$ cat config.mk
export PLATFORM = sky130hd
export DESIGN_NAME = tile_match_controller
export DESIGN_NICKNAME = d
export VERILOG_FILES = /design/src/rtl/tile_match_controller.sv
export SDC_FILE = /design/constraint.sdc
export NUM_CORES = 1
export LEC_CHECK = 0
export ABC_AREA = 1
export ABC_CLOCK_PERIOD_IN_PS = 3900
export BUFFER_PORTS_ARGS = -buffer_cell sky130_fd_sc_hd__buf_4
export CAP_MARGIN = 20
export CORE_MARGIN = 3
export CORE_UTILIZATION = 30
export DETAILED_ROUTE_END_ITERATION = 16
export PLACE_DENSITY_LB_ADDON = 0.25
export REMOVE_ABC_BUFFERS = 1
export SETUP_SLACK_MARGIN = 0.15
export SYNTH_ARGS = -nofsm -noshare
export SYNTH_HDL_FRONTEND = slang
export SYNTH_SLANG_ARGS = --single-unit
$ cat constraint.sdc
create_clock -name CLOCK_50 -period 3.9 [get_ports CLOCK_50]
set_clock_uncertainty 0.1 [all_clocks]
set_input_delay 0.585 -clock CLOCK_50 [delete_from_list [all_inputs] [get_ports CLOCK_50]]
set_output_delay 0.585 -clock CLOCK_50 [all_outputs]
set_load 0.1 [all_outputs]
$ cat src/rtl/tile_match_controller.sv
// Memory-match game controller for a 10-tile board: selection, compare timing, scoring.
// Optional define TILE_BLINK_EN blinks the two selected lamps while a pair is on show.
module tile_match_controller #(
  parameter int BLINK_CYCLES = 25_000_000,
  parameter int NUM_PAIRS    = 5
) (
  input  logic       CLOCK_50,
  input  logic       resetn,
  input  logic       start,
  input  logic       quit,
  input  logic [9:0] SW,
  output logic [3:0] tile_idx,
  input  logic [2:0] tile_color,
  output logic [9:0] LEDR,
  output logic [1:0] mode,
  output logic [7:0] moves,
  output logic       all_matched
);
  localparam int TW = $clog2(BLINK_CYCLES + 1);
  localparam int PW = $clog2(NUM_PAIRS + 1);

  typedef enum logic [2:0] {S_MENU, S_IDLE, S_ONE, S_SHOW, S_END} state_t;

  state_t          state, state_d;
  logic [9:0]      sw_q, matched, elig, evt, first_oh, second_oh, led_d;
  logic [PW-1:0]   pair_cnt;
  logic [TW-1:0]   timer;
  logic [3:0]      first, second;
  logic [2:0]      c1, c2;
  logic            sel_vld, clr, ld_first, ld_second, hit, quit_go, blink_on;

  assign first_oh    = 10'd1 << first;
  assign second_oh   = 10'd1 << second;
  assign evt         = SW & ~sw_q & ~matched;
  assign mode        = (state == S_MENU) ? 2'd0 : (state == S_END) ? 2'd2 : 2'd1;
  assign all_matched = (state == S_END);

  // Only the current state's eligible rising edges compete; the re-pressed first tile is masked.
  always_comb begin
    case (state)
      S_IDLE:  elig = evt;
      S_ONE:   elig = evt & ~first_oh;
      default: elig = '0;
    endcase
  end

  always_comb begin
    sel_vld  = 1'b0;
    tile_idx = '0;
    for (int i = 9; i >= 0; i--) begin
      if (elig[i]) begin
        sel_vld  = 1'b1;
        tile_idx = 4'(i);
      end
    end
  end

  always_comb begin
    state_d   = state;
    clr       = 1'b0;
    ld_first  = 1'b0;
    ld_second = 1'b0;
    hit       = 1'b0;
    quit_go   = 1'b0;
    case (state)
      S_MENU: if (start) begin
        clr     = 1'b1;
        state_d = S_IDLE;
      end
      S_IDLE: if (sel_vld) begin
        ld_first = 1'b1;
        state_d  = S_ONE;
      end
      S_ONE: if (sel_vld) begin
        ld_second = 1'b1;
        state_d   = S_SHOW;
      end
      S_SHOW: if (timer == '0) begin
        if (c1 == c2) begin
          hit     = 1'b1;
          state_d = (pair_cnt == PW'(NUM_PAIRS - 1)) ? S_END : S_IDLE;
        end else begin
          state_d = S_IDLE;
        end
      end
      S_END:   ;
      default: state_d = S_MENU;
    endcase
    // Abandoning the game overrides whatever else this cycle would have done.
    if (quit && state != S_MENU) begin
      state_d   = S_MENU;
      quit_go   = 1'b1;
      ld_first  = 1'b0;
      ld_second = 1'b0;
      hit       = 1'b0;
    end
  end

  always_comb begin
    case (state)
      S_MENU:  led_d = '0;
      S_END:   led_d = '1;
      S_ONE:   led_d = matched | first_oh;
      S_SHOW:  led_d = matched | (blink_on ? (first_oh | second_oh) : 10'd0);
      default: led_d = matched;
    endcase
    if (quit_go || clr) led_d = '0;
  end

  always_ff @(posedge CLOCK_50 or negedge resetn) begin
    if (!resetn) begin
      state    <= S_MENU;
      sw_q     <= '0;
      matched  <= '0;
      pair_cnt <= '0;
      moves    <= '0;
      timer    <= '0;
      first    <= '0;
      second   <= '0;
      c1       <= '0;
      c2       <= '0;
      LEDR     <= '0;
    end else begin
      state <= state_d;
      sw_q  <= SW;
      LEDR  <= led_d;
      if (clr) begin
        matched  <= '0;
        pair_cnt <= '0;
        moves    <= '0;
      end
      if (ld_first) begin
        first <= tile_idx;
        c1    <= tile_color;
      end
      if (ld_second) begin
        second <= tile_idx;
        c2     <= tile_color;
        if (moves != 8'hFF) moves <= moves + 8'd1;
      end
      if (hit) begin
        matched  <= matched | first_oh | second_oh;
        pair_cnt <= pair_cnt + PW'(1);
      end
      if (quit_go)                           timer <= '0;
      else if (ld_second)                    timer <= TW'(BLINK_CYCLES - 1);
      else if (state == S_SHOW && timer != '0) timer <= timer - TW'(1);
    end
  end

`ifdef TILE_BLINK_EN
  localparam int BLINK_HALF = (BLINK_CYCLES / 8 > 0) ? BLINK_CYCLES / 8 : 1;
  localparam int BW         = $clog2(BLINK_HALF + 1);
  logic [BW-1:0] blink_cnt;

  always_ff @(posedge CLOCK_50 or negedge resetn) begin
    if (!resetn) begin
      blink_cnt <= '0;
      blink_on  <= 1'b1;
    end else if (ld_second) begin
      blink_cnt <= '0;
      blink_on  <= 1'b1;
    end else if (state == S_SHOW) begin
      if (blink_cnt == BW'(BLINK_HALF - 1)) begin
        blink_cnt <= '0;
        blink_on  <= ~blink_on;
      end else begin
        blink_cnt <= blink_cnt + BW'(1);
      end
    end
  end
`else
  assign blink_on = 1'b1;
`endif
endmodule
Word level (Yosys, flattened, before mapping)
Index checks and enable logic that the tools add are counted.
{"block": "totals", "inputBits": 17, "out_inout_bits": 25, "elab_cells": 103, "register_bits": 83}
{"block": "classes", "bitwise": 10, "n_addsub": 3, "n_reduce_logical": 10, "shift": 2, "n_eq_ne": 12, "n_mux": 55}
{"operator": "2-to-1 mux 25 bit", "n": 3}
{"operator": "2-to-1 mux 4 bit", "n": 10}
{"operator": "bitwise OR 10 bit", "n": 4}
{"operator": "one-hot mux 10 bit (4 select lines)", "n": 1}
{"operator": "AND 10 bit", "n": 3}
{"operator": "2-to-1 mux 10 bit", "n": 3}
{"operator": "NOT 10 bit", "n": 3}
{"operator": "2-to-1 mux 3 bit", "n": 9}
{"operator": "zero test 25 bit", "n": 1}
{"operator": "nonzero test 25 bit", "n": 1}
{"operator": "subtractor 25 x 1 -> 25 bit, second input constant", "n": 1}
{"operator": "2-to-1 mux 8 bit", "n": 3}
{"operator": "2-to-1 mux 1 bit", "n": 22}
{"operator": "one-hot mux 10 bit (2 select lines)", "n": 1}
{"operator": "<< shifter 1 x 4 -> 10 bit, first input constant", "n": 2}
{"operator": "one-hot mux 3 bit (5 select lines)", "n": 1}
{"operator": "!= test 3 bit, second input constant", "n": 3}
{"operator": "adder 8 x 1 -> 8 bit, second input constant", "n": 1}
{"operator": "!= test 8 bit, second input constant", "n": 1}
{"operator": "equality test 3 x 2 -> 1 bit, second input constant", "n": 2}
{"operator": "equality test 3 bit, second input constant", "n": 2}
{"operator": "nonzero test 3 bit", "n": 2}
{"operator": "AND reduction 5 bit", "n": 1}
{"operator": "2-to-1 mux 2 bit", "n": 2}
{"operator": "9 further kinds", "n": 10}

Depth between registers and ports, before layout
{"block": "logic_depth", "word_depth": 20, "depth_mapped": 15}

Worst setup path before layout
OpenSTA, ideal clock, no wires.
{"block": "synth_timing", "path_type": "reg2out", "startpoint": "register state[2]", "endpoint": "output port tile_idx[0]", "slack_ns": -0.179, "arrival_ns": 3.394, "n_path_buf": 1, "path_stages_with_launch": 13, "required_time_ns": 3.215, "cell_sequence": "dfrtp_1 -> inv_2 -> nand3_2 -> nand2_1 -> buf_6 -> inv_1 -> a21oi_1 -> nand2_1 -> nand2_1 -> nand2_1 -> nand2_1 -> nand2_1 -> a21boi_0"}
{"block": "synth_between", "elab_chain_cells": 12, "elab_cells_between_ends": 13, "classes_between": "eq/ne (2); mux (11)"}
{"item": "start: declaration", "line_no": "24", "rtl": "state_t state, state_d;"}
{"item": "start signal: assignment", "line_no": "124", "rtl": "state <= state_d;"}
{"item": "equality test 3 x 2 -> 1 bit or equality test 3 x 1 -> 1 bit (tied branches)", "line_no": "40", "rtl": "case (state)"}
{"item": "one-hot mux 10 bit (2 select lines) *", "line_no": "40"}
{"item": "2-to-1 mux 4 bit (9 in a row)", "line_no": "51", "rtl": "if (elig[i]) begin"}
{"item": "2-to-1 mux 4 bit *", "line_no": "51"}
{"item": "end: declaration", "line_no": "12", "rtl": "output logic [3:0] tile_idx,"}
Mark *: on every way between the ends. The rest lies on a longest branch, timed or not.

Worst setup path after layout
Same ends and word-level chain as after synthesis.

==> metrics <==
RSZ-0062 raised after global routing false; placed cells 865; sequential share of power 0.257; Yosys top cell area share 0.437; Cell Pwr Density 870 nW/µm²; Layout area overhead 18.4%; vias in the first global route 4074; CP Data Required Time 3.21 ns; Clk pwr share 0.204; Comb pwr share 0.539; Antenna diodes 0; mean area per synthesized cell 7.66 µm²; CTS HTree Levels 3; first-pass GRT wire length 20400 µm; routed via count 4103; Filler cells 1604; wire per inst 13.5 µm; Mapped Cells 621; CP Cell Sequence inv_2, nand3_2, nand2_1, inv_1, a21oi_1, nand2_1, nand2_1, nand2_1, nand2_1, nand2_1, a21boi_0, buf_4; Worst path most repeated cell nand2_1; root buf cell clkbuf_16; top cell family by delay on the critical path simple AND/OR/NAND/NOR gates; worst rel slew slack 0.622; Max Fclk 300 MHz; CP arrival 2.65 ns; CP Buf/Inv Count 3; Final Cycle Share 0.854; Die H 132 µm; reported net switching power 0.00242 W; worst-case vdd ir drop 511 µV; Core ar. 15400 µm²; gpl congestion 0.907; Nets 687; worst slew pin tran 0.567 ns; CTS tree done; Buffers on Ports 41; Int Pwr 0.00248 W; Lkg Pwr 2.76 nW; Post-CTS Setup Repair Bufs 0; Initial DRC Count 284; Max stage delay on crit path 0.46 ns; clk_lat worst skew 0.35 ns; Post-Syn Area 4750 µm²; YS warnings 0; initial antenna violation count 0; clock slew at reported path FFs 0.06 ns; CTS Hold Bufs 0; hpwl dp 8700 µm; drt drc 0; Synth Register Bits 83; final WL 11900 µm; Initial Util 0.309; Via density 4.65; Power, Total 0.00490 W; PostCTS Resize Cnt 0; CP Max Fanout 12; largest net degree at the start of global routing 77; asr flop ratio synth 1.00; Finish-stage setup viols 0; number of synthesized flops with an enable pin 0; minimum clock period 3.33 ns; most frequent cells in the layout nand2_1, nor2_1, dfrtp_1; layout cells sized above 1 0.164; Max Transition Viols Final 0; Hold Violations, Final 0; TritonCTS buffer count 9; switching share of power 0.494; post-route setup TNS 0 ns; worst min path class in2async; Die Span X 132 µm; Die Area 17400 µm²; Sink Count 83; Max-Cap Viols 0; synth unique cells 42; Critical Path Slowest Stage Cell nand2_1; GRT Total Usage 0.144; share of the yosys chip area belonging to registers 0.437; element type at the critical path end primary output; startpoint types flip-flop; post-route ant nets 0; # IOs 42; Pre-antenna DRT Iters 5; Top FF cell, synth dfrtp_1; Sequential Area 2080 µm²; status complete, no violations; num rows 45; GRT Residual Overflow 0; Clock Path Buffers 2; utilization after layout 0.366; Cell Count, Final, Fillers Out 882; CP Class reg2out; multi-input logic area 2320 µm²; commonest non-fill, non-tap cell in the layout nand2_1; top cell type by total area after synthesis dfrtp_1; top post-synthesis cells by area dfrtp_1, nand2_1, nor2_1
routing by layer:
| layer | up-vias | GRT usage | wire length, µm |
|---|---|---|---|
| met5 | - | 0 | 0 |
| li1 | 2098 | - | - |
| met3 | 14 | 0.0309 | 371 |
| met4 | 0 | 0.0531 | 237 |
| met2 | 72 | 0.228 | 5460 |
| met1 | 1919 | 0.193 | 5880 |
layout make-up:
| cell class | instances | share of cell area |
|---|---|---|
| clock buffer | 10 | 0.0425 |
| clock inverter | 6 | 0.0198 |
| sequential | 83 | 0.369 |
| multi-input combinational | 456 | 0.412 |
| tap | 211 | 0.0469 |
| inverter | 71 | 0.0473 |
| timing repair buffer | 45 | 0.0622 |
stage by stage:
step / hold slack, ns / worst slack, ns / instance area (µm²)
finish: 0.103 / 0.569 / 5630
CTS: 0.235 / 0.574 / 5610
global placement: 0.386 / 1.06 / 5260
detailed placement: 0.394 / 0.972 / 5260
floorplan: 0.189 / -0.453 / 4660
global route: 0.134 / 0.360 / 5630
kinds of logic after synthesis:
group           after synthesis  share of synthesized area
compound gates               86                      0.106
xor+xnor                     15                     0.0276
buf+inv                      82                     0.0750
fa+ha+maj                     4                     0.0105
flops                        83                      0.437
simple gates                351                      0.344
flip-flops by register name, summed over array words and instances, names as in the netlist:
| signal | count |
|---|---|
| timer | 25 |
| LEDR | 10 |
| matched | 10 |
| sw_q | 10 |
| moves | 8 |
| first | 4 |
| second | 4 |
| c1 | 3 |
| c2 | 3 |
| pair_cnt | 3 |
| state | 3 |
worst paths after layout:
| check | startpoint | endpoint | slack, ns | cells past startpoint |
|---|---|---|---|---|
| min reg2reg | c2[1]$_DFFE_PN0P_ | c2[1]$_DFFE_PN0P_ | 0.41 | 2 |
| min in group CLOCK_50 | SW[7] | sw_q[7]$_DFF_PN0_ | 0.25 | 1 |
| max reg2reg | state[2]$_DFFE_PN0P_ | moves[2]$_DFF_PN0_ | 1.01 | 10 |
| max in group asynchronous | resetn | LEDR[7]$_DFF_PN0_ | 3.00 | 2 |
| min | resetn | sw_q[9]$_DFF_PN0_ | 0.10 | 1 |
| max | state[2]$_DFFE_PN0P_ | tile_idx[0] | 0.57 | 12 |
power by group through the flow:
stage          clock network (W)  logic, W  registers, W
2_1_floorplan                  0   0.00173       0.00158
3_3_place_gp                   0   0.00261       0.00127
3_5_place_dp                   0   0.00265       0.00127
4_1_cts                  0.00103   0.00265       0.00126
5_1_grt                  0.00107   0.00294       0.00129
6_report                 0.00100   0.00264       0.00126
cell usage after synthesis (2+ instances only):
cell	n
nand3_2	10
nor3b_1	6
a31oi_1	2
buf_2	2
nand2_1	155
clkbuf_1	2
nor2_1	87
inv_1	67
a21oi_1	13
nand2_8	2
nor2_4	2
dfrtp_1	83
nor3_1	15
buf_4	4
o21ai_1	3
nand4_1	6
o211ai_1	2
o22ai_1	10
buf_6	2
inv_2	4
xnor2_1	3
a211oi_1	8
xor2_1	12
o21ai_0	41
ha_1	4
nand3_1	36
or2_2	11
nand2_2	14
nand3b_1	2
Power figures use the tool's default switching activity.
